**src/rtl/plab5_mcore_dma_arbiter_pkg.sv**
```systemverilog
// plab5_mcore_dma_arbiter_pkg: state encodings and memory-message width helpers
// shared by the mcore DMA arbiter and its round-robin sub-arbiter.
package plab5_mcore_dma_arbiter_pkg;

    localparam logic [1:0] STATE_IDLE  = 2'd0;
    localparam logic [1:0] STATE_ISSUE = 2'd1;
    localparam logic [1:0] STATE_WAIT  = 2'd2;
    localparam logic [1:0] STATE_RESP  = 2'd3;

    localparam int DEFAULT_TIMEOUT = 255;

    // Memory messages carry type(3) + opaque + [addr] + len + data; control excludes data.
    function automatic int len_nbits(input int d);
        return $clog2(d / 8);
    endfunction

    function automatic int req_cnbits(input int o, input int a, input int d);
        return 3 + o + a + len_nbits(d);
    endfunction

    function automatic int resp_cnbits(input int o, input int d);
        return 3 + o + len_nbits(d);
    endfunction

    function automatic int wrap_idx(input int i, input int n);
        return i >= n ? i - n : i;
    endfunction

endpackage

```
**src/rtl/plab5_mcore_rr_arbiter.sv**
```systemverilog
// plab5_mcore_rr_arbiter: combinational N-way round-robin priority starting at rr_ptr,
// producing a one-hot grant and its encoded index.
module plab5_mcore_rr_arbiter
    import plab5_mcore_dma_arbiter_pkg::*;
#(
    parameter  int p_num_ports = 4,
    localparam int c_ptr_nbits = $clog2(p_num_ports)
)(
    input  logic [p_num_ports-1:0] req_val,
    input  logic [c_ptr_nbits-1:0] rr_ptr,
    output logic [p_num_ports-1:0] grant,
    output logic [c_ptr_nbits-1:0] grant_idx
);

    logic [c_ptr_nbits-1:0] idx;

    // Scan from farthest to nearest so the port closest to rr_ptr wins last.
    always_comb begin
        idx       = '0;
        grant_idx = '0;
        for (int i = p_num_ports - 1; i >= 0; i--) begin
            idx = c_ptr_nbits'(wrap_idx(int'(rr_ptr) + i, p_num_ports));
            if (req_val[idx])
                grant_idx = idx;
        end
        grant = |req_val ? p_num_ports'(1) << grant_idx : '0;
    end

endmodule

```
**src/rtl/plab5_mcore_dma_arbiter.sv**
```systemverilog
// plab5_mcore_dma_arbiter: shares one DMA checker among p_num_ports requesters with
// round-robin grant, one transaction in flight and a watchdog on the checker ack.
module plab5_mcore_dma_arbiter
    import plab5_mcore_dma_arbiter_pkg::*;
#(
    parameter  int p_num_ports    = 4,
    parameter  int p_opaque_nbits = 8,
    parameter  int p_addr_nbits   = 32,
    parameter  int p_data_nbits   = 32,
    parameter  int p_timeout      = DEFAULT_TIMEOUT,
    localparam int c_req_cnbits   = req_cnbits(p_opaque_nbits, p_addr_nbits, p_data_nbits),
    localparam int c_resp_cnbits  = resp_cnbits(p_opaque_nbits, p_data_nbits),
    localparam int c_ptr_nbits    = $clog2(p_num_ports)
)(
    input  logic                              clk,
    input  logic                              reset,
    input  logic [p_num_ports-1:0]            req_val,
    output logic [p_num_ports-1:0]            req_rdy,
    input  logic [p_num_ports*p_addr_nbits-1:0] req_src_addr,
    input  logic [p_num_ports*p_addr_nbits-1:0] req_dest_addr,
    input  logic [p_num_ports*c_req_cnbits-1:0] req_control,
    input  logic [p_num_ports-1:0]            req_domain,
    output logic [p_num_ports-1:0]            resp_ack,
    output logic                              resp_err,
    output logic [c_resp_cnbits-1:0]          resp_control,
    output logic                              resp_domain,
    output logic                              chk_val,
    input  logic                              chk_rdy,
    output logic [p_addr_nbits-1:0]           chk_src_addr,
    output logic [p_addr_nbits-1:0]           chk_dest_addr,
    output logic [c_req_cnbits-1:0]           chk_req_control,
    output logic                              chk_domain,
    input  logic                              chk_ack,
    input  logic [c_resp_cnbits-1:0]          chk_resp_control
);

    logic [1:0]               state;
    logic [c_ptr_nbits-1:0]   rr_ptr;
    logic [c_ptr_nbits-1:0]   grant;
    logic [7:0]               timer;
    logic [p_addr_nbits-1:0]  src;
    logic [p_addr_nbits-1:0]  dest;
    logic [c_req_cnbits-1:0]  ctrl;
    logic                     domain;
    logic [c_resp_cnbits-1:0] rctrl;
    logic                     err;

    logic [p_num_ports-1:0]   rr_grant;
    logic [c_ptr_nbits-1:0]   rr_idx;
    logic                     fire;

    logic [p_addr_nbits-1:0]  src_a  [p_num_ports];
    logic [p_addr_nbits-1:0]  dest_a [p_num_ports];
    logic [c_req_cnbits-1:0]  ctrl_a [p_num_ports];

    for (genvar i = 0; i < p_num_ports; i++) begin : g_unpack
        assign src_a[i]  = req_src_addr[i*p_addr_nbits +: p_addr_nbits];
        assign dest_a[i] = req_dest_addr[i*p_addr_nbits +: p_addr_nbits];
        assign ctrl_a[i] = req_control[i*c_req_cnbits +: c_req_cnbits];
    end

    plab5_mcore_rr_arbiter #(.p_num_ports(p_num_ports)) rr_arb (
        .req_val   (req_val),
        .rr_ptr    (rr_ptr),
        .grant     (rr_grant),
        .grant_idx (rr_idx)
    );

    // No handshake is offered while reset is asserted, so nothing fires into a cleared FSM.
    assign req_rdy = (state == STATE_IDLE && reset) ? rr_grant : '0;
    assign fire    = |(req_val & req_rdy);

    always_ff @(posedge clk) begin
        if (!reset) begin
            state  <= STATE_IDLE;
            rr_ptr <= '0;
            grant  <= '0;
            timer  <= '0;
            src    <= '0;
            dest   <= '0;
            ctrl   <= '0;
            domain <= 1'b0;
            rctrl  <= '0;
            err    <= 1'b0;
        end else begin
            case (state)
                STATE_IDLE: if (fire) begin
                    src    <= src_a[rr_idx];
                    dest   <= dest_a[rr_idx];
                    ctrl   <= ctrl_a[rr_idx];
                    domain <= req_domain[rr_idx];
                    grant  <= rr_idx;
                    state  <= STATE_ISSUE;
                end
                STATE_ISSUE: if (chk_rdy) begin
                    timer <= '0;
                    state <= STATE_WAIT;
                end
                STATE_WAIT: begin
                    // A genuine ack beats the watchdog when both land in the same cycle.
                    if (chk_ack) begin
                        rctrl <= chk_resp_control;
                        err   <= 1'b0;
                        state <= STATE_RESP;
                    end else if (timer == 8'(p_timeout - 1)) begin
                        rctrl <= '0;
                        err   <= 1'b1;
                        state <= STATE_RESP;
                    end else begin
                        timer <= timer == 8'hff ? timer : timer + 8'd1;
                    end
                end
                default: begin
                    rr_ptr <= c_ptr_nbits'(wrap_idx(int'(grant) + 1, p_num_ports));
                    state  <= STATE_IDLE;
                end
            endcase
        end
    end

    assign chk_val         = state == STATE_ISSUE;
    assign chk_src_addr    = chk_val ? src  : '0;
    assign chk_dest_addr   = chk_val ? dest : '0;
    assign chk_req_control = chk_val ? ctrl : '0;
    assign chk_domain      = state != STATE_IDLE && domain;

    assign resp_ack     = state == STATE_RESP ? p_num_ports'(1) << grant : '0;
    assign resp_err     = state == STATE_RESP && err;
    assign resp_control = state == STATE_RESP ? rctrl : '0;
    assign resp_domain  = state != STATE_IDLE && domain;

endmodule

```
**config.mk**
```make
export PLATFORM = sky130hd
export DESIGN_NAME = plab5_mcore_dma_arbiter
export DESIGN_NICKNAME = d
export VERILOG_FILES = /design/src/rtl/plab5_mcore_dma_arbiter_pkg.sv /design/src/rtl/plab5_mcore_rr_arbiter.sv /design/src/rtl/plab5_mcore_dma_arbiter.sv
export SDC_FILE = /design/constraint.sdc
export NUM_CORES = 1
export LEC_CHECK = 0
export ABC_AREA = 1
export CORE_AREA = 2 2 229 231
export DETAILED_ROUTE_END_ITERATION = 10
export DIE_AREA = 0 0 231 233
export PLACE_DENSITY = 0.58
export SYNTH_ARGS = -nofsm -noshare
export SYNTH_HDL_FRONTEND = slang
export SYNTH_SLANG_ARGS = --single-unit
```
**constraint.sdc**
```tcl
create_clock -name clk -period 4.7 [get_ports clk]
set_input_delay 0.47 -clock clk [delete_from_list [all_inputs] [get_ports clk]]
set_output_delay 0.47 -clock clk [all_outputs]
set_load 0.01 [all_outputs]
```
==> summary.txt <==
Place
  – Final GP Congestion: 0.9076
  – HPWL Detailed: 38.51 mm
  – Dpl cell area: 18030 um^2
  – Number of port buffers: 594

CTS
  – Htree depth: 4
  – Hold-fix buffers, CTS: 0
  – Root buf cell: clkbuf_16
  – PostCTS Resize Cnt: 0
  – Clock Latency Late Sink: 480 ps
  – CTS tree: yes
  – CTS Sinks: about 140
  – Clock Path Buffers: 2
  – Postcts setup bufs: 0
  – CTS Buf Count: 17
  – Clock transition at the registers of the reported paths: ~70 ps

Synthesis
  – Synth area leaders: nand2_1 24%, dfxtp_1 24%, nand3_1 19%, inv_1 15%, nor2_1 7.4%
  – Count leader, synth: nand2_1
  – Synth warn: 0
  – Synth Cell Area: 11690 um^2
  – Mapped Avg Cell Area: approximately 5.1 um^2
  – #FFs+latches synth: around 140
  – Async S/R FF share, synth: 0%
  – Post-synth cell types: 27
  – Post-synth EDFFs: 0
  – Syn Nets: approximately 2700
  – Synth area leader: nand2_1
  – Synth top area share: 23.88%
  – Post-synth top cells: 744 x nand2_1, 477 x inv_1, 455 x nand3_1
  – Seq/Total Area, Yosys: 23.63%
  – Top FF cell, synth: dfxtp_1
  – Post-Syn Instances: 2271

Die
  – Die height: 233 um
  – Initial core utilization: 22.89%
  – I/O pin count: 595
  – Core box area: 51090 um^2
  – # rows: 83
  – Die Span X: 231 um
  – Die area: 53820 um^2

Global route
  – Global-route usage over all layers: 19.30%
  – GR Overflow Total: 0
  – Initial antenna violation count: 4
  – Number of global-route vias before repair: 13580
  – Largest net degree at the start of global routing: between 150 and 200
  – First-pass GRT wire length: 79.67 mm

Worst setup path
  – Crit path max-delay family: simple AND/OR/NAND/NOR gates
  – Worst path slowest cell: dfxtp_1
  – CP Max Fanout: 69
  – CP Buf/Inv Count: 4
  – Reg2reg setup slack: 1440 ps
  – WP data arrival: 3450 ps
  – Worst r2r src: rr_ptr[0]
  – Crit Path Class: flip-flop to primary output
  – Delay of the slowest critical-path stage: ~630 ps
  – Critical Path Source Type: flip-flop
  – CP required: 4230 ps
  – Setup crit end kind: primary output
  – R2r worst-path depth: 14
  – Worst r2r dst: src[19]
  – Cell mode on critical path: nand2_1
  – Worst-path cell chain: inv_2, nand2_1, nand2_1, inv_2, nand2_2, nand3_2, nand2_1, nand2_8, nand2_8, inv_2, nand2_1, nor2_1, clkdlybuf4s50_1

Min path
  – Hold Path Class: flip-flop to flip-flop
  – Hold Path Origin: rctrl[10]
  – End of the worst hold path: rctrl[10]
  – Cells on Worst Hold Path: 2

Finish
  – Synth-to-Final Area Change: 59.41%
  – Layout cells sized above 1: 2.247%
  – Util after Layout: 36.48%
  – Final cell area excluding filler cells: ~19000 um^2
  – Number of fill cells: 5725
  – Final net count: 3218

Flow run
  – Maxcap violations: 0

Route
  – Routed wire per std cell: ~16 um
  – Via/cell ratio: 4.295
  – Post-DRT Antenna Nets: 0
  – DRT Wirelength: 53.36 mm
  – Vias post-DR: approximately 15000
  – Initial DRC Count: 650
  – # DRC: 0
  – First-pass iteration count of the detailed router: 7

Power
  – Net switching power: around 3.5 mW
  – Clock Power Share: 19.3%
  – Sequential share of power: ~22%
  – PD cells: 400.3 nW/um^2
  – Final Total Pwr: 7.462 mW
  – Sw Share: 46.86%
  – Combinational share of power: 58.4%
  – VDD IR max: 379.0 uV
  – Power Internal: between 3 and 4 mW
  – Leakage: 10.18 nW

Timing
  – Fin crit share: roughly 83%
  – Setup TNS: 0 ps
  – Slew HR: 29.98%
  – Final setup vio count: 0
  – Slew Limit Fails: 0
  – Period minus WS final: 3917 ps
  – Highest clock rate: ~260 MHz
  – Worst Skew: 9.901 ps
  – Final hold violations: 0
  – Actual slew at the worst max-slew pin: 1050 ps
  – RSZ-0062 raised after global routing: no

Status
  – Status: completed
## layout make-up
type	instances	area [um^2]	share of cell area (%)
inverter	484	1829	9.813
multi-input combinational	1496	6445	34.58
timing repair buffer	609	6146	32.97
sequential	138	2763	14.82
tap	680	850.8	4.564
clock buffer	18	439.2	2.356
clock inverter	14	162.7	0.8726
antenna	2	5.005	0.02685
## how the worst max path moves through the flow
stage | startpoint | end | slack [ps] | cells past startpoint
after floorplan | state[0] | req_rdy[0] | 2530 | 8
after global placement | req_val[3] | req_rdy[2] | 950 | 12
after detailed placement | req_val[3] | req_rdy[2] | 950 | 12
after CTS | rr_ptr[0] | req_rdy[2] | 680 | 13
after global routing | rr_ptr[0] | req_rdy[2] | 470 | 11
final | rr_ptr[0] | req_rdy[2] | 780 | 13
## kinds of logic (layout without fill, tap and decap cells)
logic type                 after synthesis  count (layout)  synth area share (%)
and+or+nand+nor                       1445            1445                 51.67
other                                    0               2                     0
AOI/OAI and AO/OA                       37              37                 1.616
buffers and inverters                  637            1125                 21.69
DFF                                    138             138                 23.63
adders and majority gates               11              11                 1.177
xor gates and xnor gates                 3               3                0.2247
## per-stage QoR
| step | cells | worst slack, ps | hold slack (ps) |
|---|---|---|---|
| 2_1_floorplan | 2271 | 2526 | 441.2 |
| 3_3_place_gp | 3407 | 945.7 | 452.4 |
| 3_5_place_dp | 3407 | 946.3 | 453.0 |
| 4_1_cts | 3439 | 679.3 | 464.7 |
| 5_1_grt | 3441 | 466.6 | 478.4 |
| 6_report | 3441 | 783.0 | 463.2 |
## routing by layer
| layer | wire [um] | up-vias | global-route usage (%) | part of all wire, % |
|---|---|---|---|---|
| li1 | - | 7682 | - | - |
| met1 | 21840 | 6536 | 22.39 | 41 |
| met2 | 25960 | 509 | 33.54 | 49 |
| met3 | 4463 | 47 | 6.495 | 8.4 |
| met4 | 1071 | 4 | 5.585 | 2.0 |
| met5 | 27 | - | 0 | 0.051 |
## flip-flops by register name, summed over array words and instances (netlist names)
register and count:
rctrl 13, timer 8, state 2, src 32
rr_ptr 2, ctrl 45, err 1, domain 1
dest 32, grant 2
## layout by cell type (no fill, tap or decap), types with 2 or more instances in the layout
cell type	synthesis	final
o21ai_1	2	2
diode_2	0	2
inv_1	477	475
inv_2	6	5
clkinvlp_4	0	4
nand2_1	744	743
clkdlybuf4s50_1	0	594
nand2_8	0	2
nand3_1	455	455
nand3b_1	2	2
inv_6	0	3
buf_12	0	7
bufinv_16	0	2
o21ai_0	7	7
ha_1	11	10
dfxtp_1	138	138
inv_8	0	2
inv_4	0	2
buf_4	6	8
a21oi_1	26	26
xnor2_1	2	2
nor3_1	4	4
nand4_1	3	3
nor2_1	231	231
clkinv_4	0	4
clkbuf_16	0	17
## power by group through the flow
stage / registers [mW] / logic (mW) / clock network (mW)
floorplan: 1.64 / 2.85 / 0
global placement: 1.69 / 4.41 / 0
detailed placement: 1.69 / 4.41 / 0
CTS: 1.66 / 4.43 / 1.50
global route: 1.71 / 4.93 / 1.54
finish: 1.67 / 4.36 / 1.44
## tightest hold or removal path, cell delays in order, from the launching register on
cell and delay, ps:
dfxtp_1 310, nand2_1 60, a21oi_1 50
(Power assumes the default switching activity.)
